[src/rtl/infifo_thread_scheduler.sv]
// Input-FIFO thread scheduler: round-robin grant of free threads,
// per-packet select hold, start pulse and occupancy tracking.
module infifo_thread_scheduler #(
  parameter int NUM_THREADS = 8
) (
  input  logic                   clk,
  input  logic                   reset,
  input  logic                   in_wr,
  input  logic                   in_firstword,
  input  logic                   in_lastword,
  input  logic [NUM_THREADS-1:0] thread_done,
  output logic                   in_rdy,
  output logic [2:0]             thread_sel,
  output logic                   enable_cpu,
  output logic [NUM_THREADS-1:0] thread_busy,
  output logic [7:0]             err_count
);

  typedef enum logic [1:0] {
    IDLE,
    ARMED,
    RECEIVE,
    RELEASE
  } state_t;

  state_t                 state_q, state_d;
  logic [2:0]             sel_q, sel_d;
  logic [2:0]             last_q, last_d;
  logic                   rdy_q, rdy_d;
  logic                   en_q, en_d;
  logic [NUM_THREADS-1:0] busy_q, busy_d;
  logic [7:0]             err_q, err_d;

  logic                   found;
  logic [2:0]             pick;
  logic [3:0]             idx;
  logic                   err_inc;

  // Rotating search for the first free thread after the last grant
  always_comb begin
    found = 1'b0;
    pick  = 3'd0;
    idx   = 4'd0;
    for (int k = 0; k < NUM_THREADS; k++) begin
      idx = {1'b0, last_q} + 4'd1 + 4'(k);
      if (idx >= 4'(NUM_THREADS)) idx = idx - 4'(NUM_THREADS);
      if (!found && !busy_q[idx[2:0]]) begin
        found = 1'b1;
        pick  = idx[2:0];
      end
    end
  end

  // Next-state, registered outputs, occupancy and error accounting
  always_comb begin
    state_d = state_q;
    sel_d   = sel_q;
    last_d  = last_q;
    rdy_d   = rdy_q;
    en_d    = 1'b0;
    err_inc = in_wr && !rdy_q;
    busy_d  = busy_q & ~thread_done;
    unique case (state_q)
      IDLE: begin
        rdy_d = 1'b0;
        if (found) begin
          sel_d   = pick;
          rdy_d   = 1'b1;
          state_d = ARMED;
        end
      end
      ARMED: begin
        if (in_wr) begin
          if (!in_firstword) begin
            err_inc = 1'b1;
          end else if (in_lastword) begin
            state_d = RELEASE;
            rdy_d   = 1'b0;
            en_d    = 1'b1;
          end else begin
            state_d = RECEIVE;
          end
        end
      end
      RECEIVE: begin
        if (in_wr) begin
          if (in_lastword) begin
            state_d = RELEASE;
            rdy_d   = 1'b0;
            en_d    = 1'b1;
          end else if (in_firstword) begin
            err_inc = 1'b1;
          end
        end
      end
      RELEASE: begin
        state_d        = IDLE;
        rdy_d          = 1'b0;
        last_d         = sel_q;
        busy_d[sel_q]  = 1'b1;
      end
      default: begin
        state_d = IDLE;
        rdy_d   = 1'b0;
      end
    endcase
    err_d = (err_inc && err_q != 8'hFF) ? err_q + 8'd1 : err_q;
  end

  // State and output registers with synchronous reset
  always_ff @(posedge clk) begin
    if (reset) begin
      state_q <= IDLE;
      sel_q   <= 3'd0;
      last_q  <= 3'(NUM_THREADS - 1);
      rdy_q   <= 1'b0;
      en_q    <= 1'b0;
      busy_q  <= '0;
      err_q   <= 8'd0;
    end else begin
      state_q <= state_d;
      sel_q   <= sel_d;
      last_q  <= last_d;
      rdy_q   <= rdy_d;
      en_q    <= en_d;
      busy_q  <= busy_d;
      err_q   <= err_d;
    end
  end

  assign in_rdy      = rdy_q;
  assign thread_sel  = sel_q;
  assign enable_cpu  = en_q;
  assign thread_busy = busy_q;
  assign err_count   = err_q;

endmodule

[config.mk]
export PLATFORM = sky130hd
export DESIGN_NAME = infifo_thread_scheduler
export DESIGN_NICKNAME = d
export VERILOG_FILES = /design/src/rtl/infifo_thread_scheduler.sv
export SDC_FILE = /design/constraint.sdc
export NUM_CORES = 1
export LEC_CHECK = 0
export CAP_MARGIN = 25
export CORE_MARGIN = 1.5
export CORE_UTILIZATION = 41
export DETAILED_ROUTE_END_ITERATION = 7
export PLACE_DENSITY_LB_ADDON = 0.08
export SLEW_MARGIN = 20
export SYNTH_ARGS = -nofsm -noshare
export SYNTH_HDL_FRONTEND = slang
export SYNTH_SLANG_ARGS = --single-unit
[constraint.sdc]
create_clock -name clk -period 8.62 [get_ports clk]
set_clock_uncertainty 0.2 [all_clocks]
set_input_delay 0.862 -clock clk [delete_from_list [all_inputs] [get_ports clk]]
set_output_delay 0.862 -clock clk [all_outputs]
set_load 0.05 [all_outputs]
==> impl_metrics.py <==
metrics = {
    "outcome": {
        "status": "complete, no violations",
    },
    "sta": {
        "slew_viol_final": 0,
        "fin_crit_ns": 4.74,
        "fin_crit_sh_pct": 55.0,
        "tightest_slew_ns": 1.01,
        "rsz0062_at_grt": "false",
        "hold_viol_final": 0,
        "fmax_mhz": 211,
        "final.setup.tns_ns": 0,
        "slew_headroom_pct": 32.4,
        "holdWs_ns": 0.316,
        "setup-violations-final": 0,
    },
    "global_route": {
        "grt_pass1_wl_um": 8860,
        "grt_overflow": 0,
        "grt_usage_pct": 18.8,
        "grt_pass1_vias": 1760,
        "grt_max_degree": 24,
        "grt_antenna_before_repair": 0,
    },
    "die": {
        "io_pins": 34,
        "fp.dieH_um": 76.0,
        "start_util_pct": 42.7,
        "core_mm2": 0.00511,
        "die_w_um": 76.0,
        "rows": 26,
        "dieArea_mm2": 0.00577,
    },
    "yosys": {
        "synth.area.top_cells": "dfxtp_1, mux4_2, mux2i_1",
        "ys.flop_type": "dfxtp_1",
        "synth_edf_count": 0,
        "ys_async_sr_fraction_pct": 0,
        "synth_area_leader_cell": "dfxtp_1",
        "synthAdderAreaFrac_pct": 4.58,
        "ys_top_cells_by_count": "dfxtp_1, nor2_1, nand2_1",
        "synth_cells": 240,
        "synth-compound-area-share_pct": 20.5,
        "synthMuxAreaShare_pct": 20.9,
        "synth_most_common_cell": "dfxtp_1",
        "syn-num-nets": 261,
        "syn_area_mm2": 0.00218,
        "seq_area_frac_synth_pct": 23.8,
        "avgSynthCellArea_um2": 9.10,
        "synth.distinct_cells": 56,
        "synth_top_area_share_pct": 23.8,
        "synthSimpleGateAreaFrac_pct": 18.3,
        "synth_seq_cells": 26,
        "yosys_warnings": 0,
        "synth-xor-area-share_pct": 6.02,
        "synth_top_family_by_area": "multiplexers",
    },
    "power": {
        "p_switching_uw": 252,
        "power_leakage_uw": 0.000977,
        "comb_power_share_pct": 55.3,
        "pwr-share-seq_pct": 30.7,
        "power_density_mw_per_mm2": 222,
        "vdd_drop_max_v": 0.000157,
        "p_int_uw": 318,
        "clkPwrFrac_pct": 14.0,
        "swShare_pct": 44.2,
    },
    "routing": {
        "vias": 1883,
        "postRouteAntennaNets": 0,
        "wirelength_um": 5420,
        "wl_per_cell_um": 16.2,
        "via_per_inst": 5.62,
        "drt_first_pass_iters": 4,
        "drcViolationCount": 0,
        "drt_iter0_markers": 154,
    },
    "run": {
        "max-cap-violations": 0,
    },
    "placement": {
        "gp_congestion": 0.841,
        "dp.cells": 331,
        "post_dp_cell_area_mm2": 0.00252,
        "hpwl_um": 4020,
        "io_buffer_count": 33,
    },
    "critical_path": {
        "start_kind": "flop",
        "crit_slowest_cell": "ha_1",
        "crit_path_end_kind": "flop",
        "crit_chain": "inv_1 -> ha_1 -> mux2i_1 -> nor4_1 -> nor4_2 -> a211oi_2 -> a2111oi_2 -> a32o_1 -> a31oi_1",
        "critPathMaxStageDelay_ns": 1.08,
        "worst_ep_required_time_ns": 8.56,
        "cp.arrival_ns": 4.67,
        "path_class": "flop to flop",
        "worstPathMaxFanout": 23,
    },
    "final_layout": {
        "final_layout_size_suffix_gt1_share_pct": 9.81,
        "diodes": 0,
        "instances_no_fill": 335,
        "final_nets": 287,
        "syn2layout_area_growth_pct": 17.8,
        "final_util_pct": 50.3,
        "final_cell_area_mm2": 0.00257,
    },
    "min_path": {
        "hold_class": "flop to flop",
    },
    "clocking": {
        "insertion_delay_ns": 0.27,
        "htree_levels": 1,
        "cts_tree": "built",
        "cts_setup_buffers": 0,
        "clock-sinks": 26,
        "path_clk_slew_ns": 0.10,
        "numCtsBuffers": 3,
        "postCtsHoldBufs": 0,
        "cts_max_path_buffers": 2,
        "cts_resized": 0,
        "cts-root-buf": "clkbuf_8",
    },
}
-- final timing paths --
path           startpoint       endpoint  slack (ns)  depth (start not counted)
max             last_q[0]  thread_sel[0]        3.88                          9
min          err_count[5]   err_count[5]        0.32                          2
max reg2reg     last_q[0]  thread_sel[0]        3.88                          9
min reg2reg  err_count[5]   err_count[5]        0.32                          2
-- metal layers --
layer / track usage, % / share of wire (%) / up-vias
li1: - / - / 936
met1: 25.6 / 48 / 906
met2: 31.7 / 47 / 37
met3: 2.16 / 3.5 / 4
met4: 4.81 / 0.81 / 0
met5: 0 / 0 / -
-- flip-flops by register name (all words and copies together) (netlist names) --
| name | count |
|---|---|
| enable_cpu | 1 |
| in_rdy | 1 |
| thread_busy | 8 |
| err_count | 8 |
| state_q | 2 |
| last_q | 3 |
| thread_sel | 3 |
-- layout by cell type (no fill, tap or decap), types with 2 or more instances in the layout --
cell type	instances
or3_1	2
a31oi_1	3
xnor3_1	2
mux2i_1	18
a21boi_0	2
mux4_2	10
clkbuf_8	4
inv_1	11
dfxtp_1	26
o2bb2ai_1	2
nand2_1	19
o21ai_0	11
nor4b_1	2
xor2_1	4
nand3_1	3
ha_1	8
xnor2_1	4
nand3b_1	3
a32oi_1	2
a221oi_2	2
a21oi_1	17
clkdlybuf4s50_1	33
o211ai_1	3
nor2_1	25
o21ai_1	3
nand4_1	2
and2_1	2
nor4_1	3
nand2b_1	3
nor2b_1	13
-- through the flow --
| stage | setup slack (ns) | power, uW |
|---|---|---|
| 6_report | 3.88 | 570 |
| 3_3_place_gp | 4.00 | 494 |
| 4_1_cts | 3.90 | 575 |
| 2_1_floorplan | 5.41 | 430 |
| 3_5_place_dp | 3.92 | 493 |
| 5_1_grt | 3.54 | 607 |
-- worst max-delay path: cells and delay by family, from the launching register on --
family | cells | cell delay [ns]
compound gates | 4 | 0.86
fa+ha+maj | 1 | 1.08
buf+inv | 1 | 0.39
flops | 1 | 0.93
mux | 1 | 0.43
simple gates | 2 | 0.70
-- cells by family (layout without fill, tap and decap cells) --
logic type,after synthesis,count (layout)
buffers and inverters,23,48
XOR/XNOR,11,11
AND/OR/NAND/NOR,80,80
multiplexers,31,31
adder cells (fa/ha/maj),8,8
flip-flops,26,26
AO/OA/AOI/OAI,61,61
-- power groups by stage --
stage	registers [uW]	logic (uW)	clock network [uW]
3_3_place_gp	178	317	0
4_1_cts	176	316	82.7
5_1_grt	181	339	87.3
6_report	175	315	79.7
3_5_place_dp	178	315	0
2_1_floorplan	207	223	0
-- final cells by class --
class,count,area [um2]
clock buffer,4,55.1
fill,507,2540
inverter,11,41.3
multi-input combinational,191,1540
sequential,26,520
tap,70,87.6
timing repair buffer,33,330
Note: power is estimated with default switching activity, not from simulation.
